`config.mk`:
```
export PLATFORM = sky130hd
export DESIGN_NAME = vc_arbiter
export DESIGN_NICKNAME = d
export VERILOG_FILES = /design/src/rtl/vc_arbiter_pkg.sv /design/src/rtl/vc_route_stage.sv /design/src/rtl/vc_arbiter.sv
export SDC_FILE = /design/constraint.sdc
export NUM_CORES = 1
export LEC_CHECK = 0
export ABC_AREA = 1
export BUFFER_PORTS_ARGS = -buffer_cell sky130_fd_sc_hd__buf_2
export CAP_MARGIN = 20
export CORE_MARGIN = 2
export CORE_UTILIZATION = 40
export DETAILED_ROUTE_END_ITERATION = 12
export MAX_ROUTING_LAYER = met4
export PLACE_DENSITY_LB_ADDON = 0.12
export RECOVER_POWER = 25
export SLEW_MARGIN = 5
export SYNTH_ARGS = -nofsm -noshare
export SYNTH_HDL_FRONTEND = slang
export SYNTH_SLANG_ARGS = --single-unit
```
`constraint.sdc`:
```
create_clock -name clk -period 1.4 [get_ports clk]
set_clock_uncertainty 0.05 [all_clocks]
set_input_delay 0.14 -clock clk [delete_from_list [all_inputs] [get_ports clk]]
set_output_delay 0.14 -clock clk [all_outputs]
set_load 0.02 [all_outputs]
```
`src/rtl/vc_arbiter_pkg.sv`:
```
// Shared widths and encodings for the two-VC weighted arbiter and its routing stage.
package vc_arbiter_pkg;

  localparam int unsigned DATA_WIDTH  = 6;
  localparam int unsigned DEST_BIT    = 4;
  localparam int unsigned WEIGHT      = 3;
  localparam int unsigned CNT_WIDTH   = 8;
  localparam int unsigned BURST_WIDTH = 4;

  localparam logic DEST_D0 = 1'b0;
  localparam logic DEST_D1 = 1'b1;
  localparam logic SRC_VC0 = 1'b0;
  localparam logic SRC_VC1 = 1'b1;

endpackage

```
`src/rtl/vc_route_stage.sv`:
```
// Second pipeline stage: selects the returned FIFO word, decodes its destination,
// registers the destination push/data and counts forwarded words per source VC.
module vc_route_stage
  import vc_arbiter_pkg::*;
#(
  parameter int unsigned data_width = DATA_WIDTH,
  parameter int unsigned dest_bit   = DEST_BIT,
  parameter int unsigned cnt_width  = CNT_WIDTH
) (
  input  logic                  clk,
  input  logic                  reset,
  input  logic                  init,
  input  logic                  vld,
  input  logic                  sel,
  input  logic [data_width-1:0] vc0_data,
  input  logic [data_width-1:0] vc1_data,
  output logic                  d0_push,
  output logic                  d1_push,
  output logic [data_width-1:0] d0_data,
  output logic [data_width-1:0] d1_data,
  output logic [cnt_width-1:0]  vc0_fwd_cnt,
  output logic [cnt_width-1:0]  vc1_fwd_cnt
);

  logic                  d0_push_q, d0_push_d;
  logic                  d1_push_q, d1_push_d;
  logic [data_width-1:0] d0_data_q, d0_data_d;
  logic [data_width-1:0] d1_data_q, d1_data_d;
  logic [cnt_width-1:0]  vc0_cnt_q, vc0_cnt_d;
  logic [cnt_width-1:0]  vc1_cnt_q, vc1_cnt_d;
  logic [data_width-1:0] word_c;

  always_comb begin
    word_c    = (sel == SRC_VC1) ? vc1_data : vc0_data;
    d0_push_d = 1'b0;
    d1_push_d = 1'b0;
    d0_data_d = d0_data_q;
    d1_data_d = d1_data_q;
    vc0_cnt_d = vc0_cnt_q;
    vc1_cnt_d = vc1_cnt_q;
    if (!init) begin
      // In-flight word is dropped and every output returns to its cleared value
      d0_data_d = '0;
      d1_data_d = '0;
      vc0_cnt_d = '0;
      vc1_cnt_d = '0;
    end else if (vld) begin
      if (word_c[dest_bit] == DEST_D1) begin
        d1_push_d = 1'b1;
        d1_data_d = word_c;
      end else begin
        d0_push_d = 1'b1;
        d0_data_d = word_c;
      end
      if (sel == SRC_VC1) vc1_cnt_d = vc1_cnt_q + 1'b1;
      else                vc0_cnt_d = vc0_cnt_q + 1'b1;
    end
  end

  always_ff @(posedge clk or posedge reset) begin
    if (reset) begin
      d0_push_q <= 1'b0;
      d1_push_q <= 1'b0;
      d0_data_q <= '0;
      d1_data_q <= '0;
      vc0_cnt_q <= '0;
      vc1_cnt_q <= '0;
    end else begin
      d0_push_q <= d0_push_d;
      d1_push_q <= d1_push_d;
      d0_data_q <= d0_data_d;
      d1_data_q <= d1_data_d;
      vc0_cnt_q <= vc0_cnt_d;
      vc1_cnt_q <= vc1_cnt_d;
    end
  end

  assign d0_push     = d0_push_q;
  assign d1_push     = d1_push_q;
  assign d0_data     = d0_data_q;
  assign d1_data     = d1_data_q;
  assign vc0_fwd_cnt = vc0_cnt_q;
  assign vc1_fwd_cnt = vc1_cnt_q;

endmodule

```
`src/rtl/vc_arbiter.sv`:
```
// Weighted two-VC pop arbiter: VC0 favoured, VC1 served after `weight` back-to-back
// VC0 grants; popped words are routed to D0/D1 two cycles later.
module vc_arbiter
  import vc_arbiter_pkg::*;
#(
  parameter int unsigned data_width = DATA_WIDTH,
  parameter int unsigned dest_bit   = DEST_BIT,
  parameter int unsigned weight     = WEIGHT,
  parameter int unsigned cnt_width  = CNT_WIDTH
) (
  input  logic                  clk,
  input  logic                  reset,
  input  logic                  init,
  input  logic                  vc0_empty,
  input  logic                  vc1_empty,
  input  logic [data_width-1:0] vc0_data,
  input  logic [data_width-1:0] vc1_data,
  output logic                  vc0_pop,
  output logic                  vc1_pop,
  input  logic                  d0_almost_full,
  input  logic                  d1_almost_full,
  output logic                  d0_push,
  output logic                  d1_push,
  output logic [data_width-1:0] d0_data,
  output logic [data_width-1:0] d1_data,
  output logic                  arb_idle,
  output logic [cnt_width-1:0]  vc0_fwd_cnt,
  output logic [cnt_width-1:0]  vc1_fwd_cnt
);

  logic                   stall_c;
  logic [BURST_WIDTH-1:0] burst_cnt_q, burst_cnt_d;
  logic                   sel_q, sel_d;
  logic                   vld_q, vld_d;

  assign stall_c = d0_almost_full | d1_almost_full;

  // Grant decision; reset also kills pops so nothing leaves a FIFO while held
  always_comb begin
    vc0_pop = 1'b0;
    vc1_pop = 1'b0;
    if (!reset && init && !stall_c && !(vc0_empty && vc1_empty)) begin
      if (vc1_empty)                                  vc0_pop = 1'b1;
      else if (vc0_empty)                             vc1_pop = 1'b1;
      else if (burst_cnt_q == BURST_WIDTH'(weight))   vc1_pop = 1'b1;
      else                                            vc0_pop = 1'b1;
    end
  end

  // Consecutive VC0 grants while VC1 waits; held across stalls
  always_comb begin
    burst_cnt_d = burst_cnt_q;
    if (!init || vc1_pop) begin
      burst_cnt_d = '0;
    end else if (vc0_pop && !vc1_empty) begin
      if (burst_cnt_q < BURST_WIDTH'(weight)) burst_cnt_d = burst_cnt_q + 1'b1;
    end else if (vc1_empty && !vc0_pop) begin
      burst_cnt_d = '0;
    end
  end

  always_comb begin
    vld_d = vc0_pop | vc1_pop;
    sel_d = vc1_pop ? SRC_VC1 : SRC_VC0;
  end

  always_ff @(posedge clk or posedge reset) begin
    if (reset) begin
      burst_cnt_q <= '0;
      sel_q       <= SRC_VC0;
      vld_q       <= 1'b0;
    end else begin
      burst_cnt_q <= burst_cnt_d;
      sel_q       <= sel_d;
      vld_q       <= vld_d;
    end
  end

  vc_route_stage #(
    .data_width (data_width),
    .dest_bit   (dest_bit),
    .cnt_width  (cnt_width)
  ) u_route (
    .clk         (clk),
    .reset       (reset),
    .init        (init),
    .vld         (vld_q),
    .sel         (sel_q),
    .vc0_data    (vc0_data),
    .vc1_data    (vc1_data),
    .d0_push     (d0_push),
    .d1_push     (d1_push),
    .d0_data     (d0_data),
    .d1_data     (d1_data),
    .vc0_fwd_cnt (vc0_fwd_cnt),
    .vc1_fwd_cnt (vc1_fwd_cnt)
  );

  assign arb_idle = reset | (~vld_q & ~d0_push & ~d1_push & vc0_empty & vc1_empty);

endmodule

```
Yosys cells after proc, flatten, opt, wreduce, memory -nomap -nowiden
Index checks and enable logic that the tools add are counted.
W data, S select, Z words.
- add/subtract/negate cells: 3
- order comparisons: 1
- equality and inequality tests: 7
- multiplexer cells: 32
- bitwise gates (word level): 10
- reduce and logical (&&, ||, !) cells: 19
- operators by type and width (kind ; number):
    $mux W8 ; 6
    $mux W6 ; 7
    $add A8 B1 Y8 const B ; 2
    $mux W4 ; 4
    $mux W1 ; 15
    $reduce_and A2 Y1 ; 5
    $logic_and A1 B1 Y1 ; 6
    $logic_not A1 Y1 ; 6
    $ne A2 B1 Y1 const B ; 3
    $add A4 B1 Y4 const B ; 1
    $and A1 B1 Y1 ; 4
    $eq A4 B2 Y1 const B ; 1
    $lt A4 B2 Y1 const B ; 1
    $ne A2 B2 Y1 const B ; 2
    $ne A3 B2 Y1 const B ; 1
    $not A1 Y1 ; 3
    $or A1 B1 Y1 ; 3
    $reduce_bool A3 Y1 ; 1
    $logic_or A1 B1 Y1 ; 1
- output and inout port bits: 33
- word-level logic and storage cells: 81
- bits in registers: 36

Logic depth before layout (Yosys ltp)
Gate-level depths: netlist (run 1).
- depth in word-level cells: 10
- gate-level depth with buffers: 7
- depth with buffers taken out: 7

By module
From an unflattened synthesis (run 1), not the netlist that was laid out.
- cells, all modules: 249
- area, all modules: 1886.8 µm²
- by module, submodules not included (module ; area each (µm²) ; seq. area each (µm²) ; instances ; cells each):
    vc_route_stage ; 1501.4 ; 725.7 ; 1 ; 194
    vc_arbiter ; 385.4 ; 150.1 ; 1 ; 55

Worst setup path before layout (run 1)
OpenSTA, ideal clock, no wires.
- path kind: in2out
- start point: input reset
- end point: output arb_idle
- required time: 1.210 ns
- arrival time: 1.402 ns
- setup slack: -0.192 ns
- stages: 2
- cell sequence: inv_1 -> o21ai_0
- longest elaborated chain between the ends: 1
- RTL lines (what ; RTL line ; text):
    start: declaration ; vc_arbiter.sv:12 ; input logic reset,
    $or A1 B1 Y1 ; vc_arbiter.sv:99 ; assign arb_idle = reset | (~vld_q & ~d0_push & ~d1_push & vc0_empty & vc1_empty);
    end: declaration ; vc_arbiter.sv:26 ; output logic arb_idle,
No other way between the ends.

Worst setup path in the final report (run 1)
- start point: register u_route.d0_push_q, in the netlist u_route.d0_push
- end point: output arb_idle
- longest elaborated chain between the ends: 6
- RTL lines (what ; RTL line ; text):
    start: declaration ; vc_route_stage.sv:25 ; logic d0_push_q, d0_push_d;
    start signal: assignment ; vc_route_stage.sv:69 ; d0_push_q <= d0_push_d;
    $not A1 Y1 ; vc_arbiter.sv:99 ;
    $and A1 B1 Y1 (4 in series) ; vc_arbiter.sv:99 ;
    $or A1 B1 Y1 ; vc_arbiter.sv:99 ;
No other way between the ends.

==> results of run 1 <==
what timing repair did:
action | 4_1_cts | 5_1_grt
endpoints found under the hold margin | 35 | 0
resized for setup | 9 | 5
hold buffers | 1 | 0
buffers inserted | 2 | 4
endpoints found under the setup margin | 3 | 22
pin swaps | 2 | 3
worst max-delay path, stage by stage (launching register included):
cell and delay, ns:
dfrtp_1 0.38, or3_1 0.37, o21ai_1 0.13, buf_4 0.15
cell usage in the layout (no fill, tap or decap), drive strengths merged, types with 2 or more instances in the layout:
cell / count
buf: 50
nand4: 11
nand3: 27
dfrtp: 35
ha: 3
a21oi: 5
xnor2: 2
nand2: 91
o31ai: 2
nor2: 22
inv: 26
o21ai: 8
clkbuf: 18
registers in the layout, indices dropped and copies added, names as in the netlist:
| name | flops |
|---|---|
| burst_cnt_q | 4 |
| sel_q | 1 |
| u_route.d0_data | 5 |
| u_route.d0_push | 1 |
| u_route.d1_data | 6 |
| u_route.d1_push | 1 |
| u_route.vc0_fwd_cnt | 8 |
| u_route.vc1_fwd_cnt | 8 |
| vld_q | 1 |
cells by family (layout without fill, tap and decap cells):
family | count (synthesis) | after routing | synth area share, %
xor+xnor | 2 | 2 | 0.929
buf+inv | 33 | 96 | 8.36
other cells | 1 | 1 | 0.199
fa+ha+maj | 3 | 3 | 1.99
simple gates | 155 | 155 | 36.0
flops | 35 | 35 | 46.4
compound gates | 16 | 16 | 6.10
per-layer routing:
layer | routed length, µm | up-vias | track usage, %
met3 | 221 | 2 | 4.70
met2 | 1960 | 49 | 28.7
met4 | 43 | 0 | 5.97
met1 | 2150 | 808 | 25.2
met5 | 0 | - | -
li1 | - | 911 | -
final timing paths:
kind,to,startpoint
setup reg to reg,u_route.d1_data[0]$_DFFE_PP0P_,sel_q$_DFF_PP0_
max in group asynchronous,sel_q$_DFF_PP0_,reset
hold reg to reg,u_route.d1_data[1]$_DFFE_PP0P_,u_route.d1_data[1]$_DFFE_PP0P_
setup / recovery,arb_idle,u_route.d0_push$_DFF_PP0_
min in group asynchronous,u_route.vc1_fwd_cnt[3]$_DFFE_PP0P_,reset
hold / removal,u_route.d0_data[5]$_DFFE_PP0P_,vc0_data[5]
power breakdown:
part / internal, mW / switching [mW] / total (mW)
logic: 0.104 / 0.207 / 0.310
registers: 1.05 / 0.0288 / 1.08
clock network: 0.331 / 0.331 / 0.662
area by class of cell:
type	count	area [µm²]
Clock buffer	6	72.6
Fill cell	475	2100
Inverter	27	113
Multi-Input combinational cell	177	873
Sequential cell	35	877
Tap cell	52	65.1
Timing Repair Buffer	63	344
through the flow:
stage / hold WS, ns / area [µm²]
floorplan: 0.0406 / 1890
global placement: 0.272 / 2230
detailed placement: 0.269 / 2230
CTS: 0.121 / 2350
global route: 0.145 / 2340
finish: 0.127 / 2340
==> impl_metrics.sql, run 1 <==
INSERT INTO impl_metrics (metric_group, metric, value, unit) VALUES
('critical_path', 'timing_worst_setup_path_type', 'reg -> out', ''),
('finish', 'utilization', '52.8', '%'),
('pwr', 'total_power', '2.05', 'mW'),
('detailed_routing', 'drt_pre_antenna_iters', '5', ''),
('sta', 'fin_ws', '-0.104', 'ns'),
('finish', 'layoutNonFillerInstCount', '360', ''),
('placed_design', 'gp_congestion', '0.842', ''),
('sta', 'finalHoldViolCount', '0', ''),
('finish', 'diodes', '0', ''),
('critical_path', 'number_of_cells_on_the_worst_reg_to_reg_path', '5', ''),
('clocking', 'cts.sink_count', '35', ''),
('floorplan', 'floorplan.initialDensity', '42.4', '%'),
('grt', 'maximum_number_of_pins_on_one_net_before_global_route_repair', '36', ''),
('clocking', 'clock_tree.htree_level_count', '2', ''),
('sta', 'clock.fmax', '665', 'MHz'),
('critical_path', 'timing.critical_path.fanout_max', '2', ''),
('worst_hold_path', 'timing.hold.worst.class', 'in -> reg', ''),
('detailed_routing', 'routed_via_density', '4.92', ''),
('critical_path', 'setup.worst_path.end_class', 'output port', ''),
('floorplan', 'die_footprint', '0.00528', 'mm²'),
('floorplan', 'die_w', '72.7', 'µm'),
('clocking', 'cts_tree', 'done', ''),
('detailed_routing', 'vias', '1770', ''),
('sta', 'final-setup-viol-count', '2', ''),
('clocking', 'worst_skew_pair.late_latency', '0.28', 'ns'),
('synth', 'part_of_the_yosys_area_used_for_sequential_elements', '46.4', '%'),
('pwr', 'power_density', '874', 'mW/mm²'),
('sta', 'final.period_utilization', '107', '%'),
('run_status', 'violations_in_the_final_reports', 'negative setup slack', ''),
('detailed_routing', 'post-route-drc-count', '0', ''),
('detailed_routing', 'drtAntennaViolNets', '0', ''),
('synth', 'synth-main-ff-cell', 'dfrtp_1', ''),
('synth', 'synth-seq-cells', '35', ''),
('synth', 'yosys_warnings', '0', ''),
('synth', 'post_synth_top_area_share', '46.4', '%'),
('synth', 'synth_fp_nets', '267', ''),
('placed_design', 'portBuffers', '50', ''),
('synth', 'netlist-cell-type-count', '28', ''),
('floorplan', 'die_height', '72.7', 'µm'),
('finish', 'area.growth.synth_to_final', '24.4', '%'),
('placed_design', 'preCtsSetupSlack', '0.0594', 'ns'),
('clocking', 'max_root_sink_buffers', '2', ''),
('floorplan', 'top_level_ports', '52', ''),
('synth', 'synth_area_leader_cell', 'dfrtp_1', ''),
('pwr', 'vdd_drop_max', '0.447', 'mV'),
('grt', 'grt_antenna_before_repair', '0', ''),
('synth', 'avgSynthCellArea', '7.70', 'µm²'),
('synth', 'synthTopCellsByCount', 'nand2_1 (87), dfrtp_1 (35), nand3_1 (26), inv_1 (23), nor2_1 (20)', ''),
('critical_path', 'critical_path_arrival', '1.31', 'ns'),
('synth', 'synthCells', '245', ''),
('flow_run', 'maxCapViolCount', '0', ''),
('synth', 'synth_most_common_cell', 'nand2_1', ''),
('synth', 'synth_enable_flop_cells', '0', ''),
('grt', 'grt.total_usage', '19.0', '%'),
('detailed_routing', 'wl', '4.38', 'mm'),
('sta', 'rsz0062_at_grt', 'true', ''),
('floorplan', 'core_area', '0.00444', 'mm²'),
('synth', 'synth_area_leaders', 'dfrtp_1 (46%), nand2_1 (17%), nand3_1 (6.9%)', ''),
('run_status', 'run_status', 'complete, but fails checks', ''),
('placed_design', 'dp_hpwl', '3.13', 'mm'),
('clocking', 'cts.root.buffer_cell', 'clkbuf_8', ''),
('sta', 'finalCriticalPeriod', '1.50', 'ns'),
('placed_design', 'placed_cells', '349', ''),
('detailed_routing', 'routed_wire_length_per_instance', '12.2', 'µm'),
('sta', 'tns', '-0.176', 'ns'),
('finish', 'final_layout_size_suffix_gt1_share', '25.6', '%'),
('synth', 'syn_area', '0.00189', 'mm²'),
('pwr', 'leakage', '1.25', 'nW'),
('grt', 'first_global_vias', '1744', ''),
('floorplan', 'placementRows', '24', ''),
('critical_path', 'start_kind', 'flip-flop', ''),
('grt', 'grt_pass1_wl', '7.65', 'mm'),
('worst_hold_path', 'cells_on_worst_hold_path', '5', ''),
('grt', 'grt_overflow', '0', ''),
('critical_path', 'critPathRequiredTime', '1.21', 'ns'),
('clocking', 'cts.clk_slew.worst_paths', '0.07', 'ns'),
('clocking', 'numCtsBuffers', '5', ''),
('sta', 'timing.final.max_slew_violations', '0', ''),
('finish', 'num-nets-final', '331', ''),
('critical_path', 'regToRegSetupSlack', '0.07', 'ns'),
('detailed_routing', 'detailedRoute.firstIterationViolations', '90', ''),
('synth', 'asyncSetResetFlopFracSynth', '100', '%');
Power figures use the tool's default switching activity.
==> run 2, diff against run 1 <==
- CORE_UTILIZATION: 40 -> 34
==> run 2 against run 1 <==
- the flow still finishes with violations (negative setup slack)
- cell count up 6.4%
- critical path depth unchanged
- global-route usage fell by 2.7 points
- worst hold slack got worse by 0.014 ns
- sequential share of layout area down 0.90 points
- core utilization is 8.6 points lower
- first-iteration DRC count rose by 28%
- flip-flop and latch count stayed put
- routed wire length increased by 1.3%
- design area rose by 2.5%
- total power rose by 7.2%
- worst setup slack got worse by 0.016 ns
- critical path type unchanged
- critical endpoint unchanged
- largest cell class unchanged
- largest power group unchanged
==> impl_metrics.sql, run 2 (synthesized netlist as in run 1, its figures left out) <==
INSERT INTO impl_metrics (metric_group, metric, value, unit) VALUES
('finish', 'most-common-layout-cells', 'nand2_1 (85), buf_2 (36), dfrtp_1 (34)', ''),
('grt', 'grt_pass1_wl', '7.56', 'mm'),
('pwr', 'leakage', '1.27', 'nW'),
('clocking', 'clock_tree.htree_level_count', '2', ''),
('grt', 'grt_antenna_before_repair', '0', ''),
('clocking', 'numCtsBuffers', '5', ''),
('finish', 'num-nets-final', '332', ''),
('grt', 'maximum_number_of_pins_on_one_net_before_global_route_repair', '36', ''),
('clocking', 'max_root_sink_buffers', '2', ''),
('placed_design', 'placed_cell_area', '0.00225', 'mm²'),
('critical_path', 'timing.rr.end', 'u_route.vc1_fwd_cnt[3]$_DFFE_PP0P_', ''),
('worst_hold_path', 'holdPathEnd', 'u_route.d0_data[0]$_DFFE_PP0P_', ''),
('pwr', 'vdd_drop_max', '0.572', 'mV'),
('critical_path', 'number_of_cells_on_the_worst_reg_to_reg_path', '5', ''),
('critical_path', 'cp_slowest_cell', 'dfrtp_1', ''),
('critical_path', 'timing.critical_path.fanout_max', '2', ''),
('detailed_routing', 'drtAntennaViolNets', '0', ''),
('worst_hold_path', 'timing.hold.worst.class', 'in -> reg', ''),
('critical_path', 'cp_cell_instances', 'or3_1 > o21ai_1 > buf_4', ''),
('detailed_routing', 'routed_wire_length_per_instance', '11.6', 'µm'),
('floorplan', 'die_height', '78.5', 'µm'),
('pwr', 'comb_power_share', '13.8', '%'),
('critical_path', 'start_kind', 'flip-flop', ''),
('critical_path', 'r2r_start', 'u_route.vc1_fwd_cnt[0]$_DFFE_PP0P_', ''),
('placed_design', 'placed_cells', '371', ''),
('finish', 'area.growth.synth_to_final', '27.4', '%'),
('clocking', 'cts_tree', 'done', ''),
('sta', 'clock.fmax', '658', 'MHz'),
('flow_run', 'maxCapViolCount', '0', ''),
('critical_path', 'path_buf_inv', '1', ''),
('grt', 'first_global_vias', '1671', ''),
('detailed_routing', 'vias', '1776', ''),
('sta', 'finalHoldViolCount', '0', ''),
('placed_design', 'dp_hpwl', '3.21', 'mm'),
('critical_path', 'regToRegSetupSlack', '0.16', 'ns'),
('finish', 'sequential_cell_area', '877', 'µm²'),
('grt', 'grt.total_usage', '16.2', '%'),
('run_status', 'run_status', 'complete, but fails checks', ''),
('detailed_routing', 'detailedRoute.firstIterationViolations', '115', ''),
('pwr', 'power_frac_seq', '48.9', '%'),
('sta', 'timing.final.max_slew_violations', '0', ''),
('pwr', 'swShare', '27.3', '%'),
('critical_path', 'setup.worst_path.end_class', 'output port', ''),
('floorplan', 'floorplan.initialDensity', '34.7', '%'),
('sta', 'final.period_utilization', '109', '%'),
('critical_path', 'worst_path_largest_cell_delay', '0.38', 'ns'),
('finish', 'layout.cells.most_common', 'nand2_1', ''),
('grt', 'grt_overflow', '0', ''),
('clocking', 'cts.root.buffer_cell', 'clkbuf_8', ''),
('sta', 'final-setup-viol-count', '3', ''),
('finish', 'area_taken_by_multi_input_logic_gates', '870', 'µm²'),
('finish', 'final_area', '0.00240', 'mm²'),
('sta', 'rsz0062_at_grt', 'true', ''),
('floorplan', 'placementRows', '27', ''),
('pwr', 'p_clk_share', '37.3', '%'),
('detailed_routing', 'post-route-drc-count', '0', ''),
('critical_path', 'critPathRequiredTime', '1.21', 'ns'),
('clocking', 'cts.clk_slew.worst_paths', '0.07', 'ns'),
('detailed_routing', 'routed_via_density', '4.64', ''),
('worst_hold_path', 'min_from', 'vc0_data[0]', ''),
('placed_design', 'portBuffers', '50', ''),
('sta', 'finalCriticalPeriod', '1.52', 'ns'),
('pwr', 'switching_power', '0.600', 'mW'),
('sta', 'fin_ws', '-0.120', 'ns'),
('sta', 'timing.hold.ws', '0.113', 'ns'),
('worst_hold_path', 'cells_on_worst_hold_path', '5', ''),
('clocking', 'worst_skew_pair.late_latency', '0.29', 'ns'),
('critical_path', 'timing_worst_setup_path_type', 'reg -> out', ''),
('finish', 'diodes', '0', ''),
('sta', 'tns', '-0.192', 'ns'),
('floorplan', 'die_w', '78.5', 'µm'),
('critical_path', 'worst_path_dominant_cell_family', 'flip-flops', ''),
('placed_design', 'gp_congestion', '0.778', ''),
('pwr', 'power_density', '915', 'mW/mm²'),
('clocking', 'cts.sink_count', '35', ''),
('finish', 'layoutNonFillerInstCount', '383', ''),
('floorplan', 'die_footprint', '0.00616', 'mm²'),
('critical_path', 'critical_path_arrival', '1.33', 'ns'),
('pwr', 'cell_internal_pwr', '1.60', 'mW'),
('detailed_routing', 'wl', '4.44', 'mm'),
('detailed_routing', 'drt_pre_antenna_iters', '5', ''),
('run_status', 'violations_in_the_final_reports', 'negative setup slack', ''),
('finish', 'final_layout_size_suffix_gt1_share', '26.0', '%'),
('finish', 'layout.filler_cells', '573', ''),
('floorplan', 'top_level_ports', '52', ''),
('floorplan', 'core_area', '0.00544', 'mm²');
run 2: cell type report:
cell class | instances | share of cell area, %
Tap cell | 72 | 3.75
Inverter | 27 | 4.58
Timing Repair Buffer | 64 | 14.8
Sequential cell | 35 | 36.5
Clock buffer | 8 | 4.17
Multi-Input combinational cell | 177 | 36.2
run 2: power by group through the flow:
stage | clock [mW] | combinational (mW) | sequential (mW)
floorplan | 0 | 0.146 | 1.14
global placement | 0 | 0.307 | 1.09
detailed placement | 0 | 0.306 | 1.09
CTS | 0.847 | 0.314 | 1.07
global route | 0.891 | 0.341 | 1.08
finish | 0.821 | 0.303 | 1.07
run 2: worst min-delay path: stages:
cell and delay (ns):
buf_2 0.07, nand2_1 0.04, nand2_1 0.07, nand2_1 0.05, nand2_1 0.04
run 2: per-stage QoR:
stage               utilization [%]  worst slack (ns)  total power [mW]
floorplan                         -            0.0237              1.29
global placement               41.4             0.134              1.40
detailed placement             41.4            0.0975              1.40
CTS                            44.2            -0.124              2.23
global route                   44.2            -0.164              2.31
finish                         44.2            -0.120              2.20
run 2: worst max path at each step:
stage | from | to | cells after the start
after floorplan | vld_q$_DFF_PP0_ | arb_idle | 3
after global placement | burst_cnt_q[0]$_DFFE_PP0P_ | vc0_pop | 5
after detailed placement | sel_q$_DFF_PP0_ | u_route.vc0_fwd_cnt[3]$_DFFE_PP0P_ | 5
after CTS | u_route.d0_push$_DFF_PP0_ | arb_idle | 3
after global routing | u_route.d0_push$_DFF_PP0_ | arb_idle | 3
final | u_route.d0_push$_DFF_PP0_ | arb_idle | 3
run 2: per-layer routing:
metal  part of all wire (%)  wire (µm)  vias to the layer above  track usage [%]
li1                       -          -                      910                -
met1                     50       2220                      810             21.6
met2                     43       1910                       50             23.9
met3                    5.2        232                        6             3.91
met4                    1.8         80                        0             6.67
met5                      0          0                        -                -
run 2: what timing repair did:
| action | in CTS | in global routing |
|---|---|---|
| resized for setup | 9 | 2 |
| pin swaps | 5 | 4 |
| hold buffers | 1 | 0 |
| endpoints found under the setup margin | 3 | 9 |
| setup buffers | 2 | 1 |
| endpoints found under the hold margin | 35 | 0 |
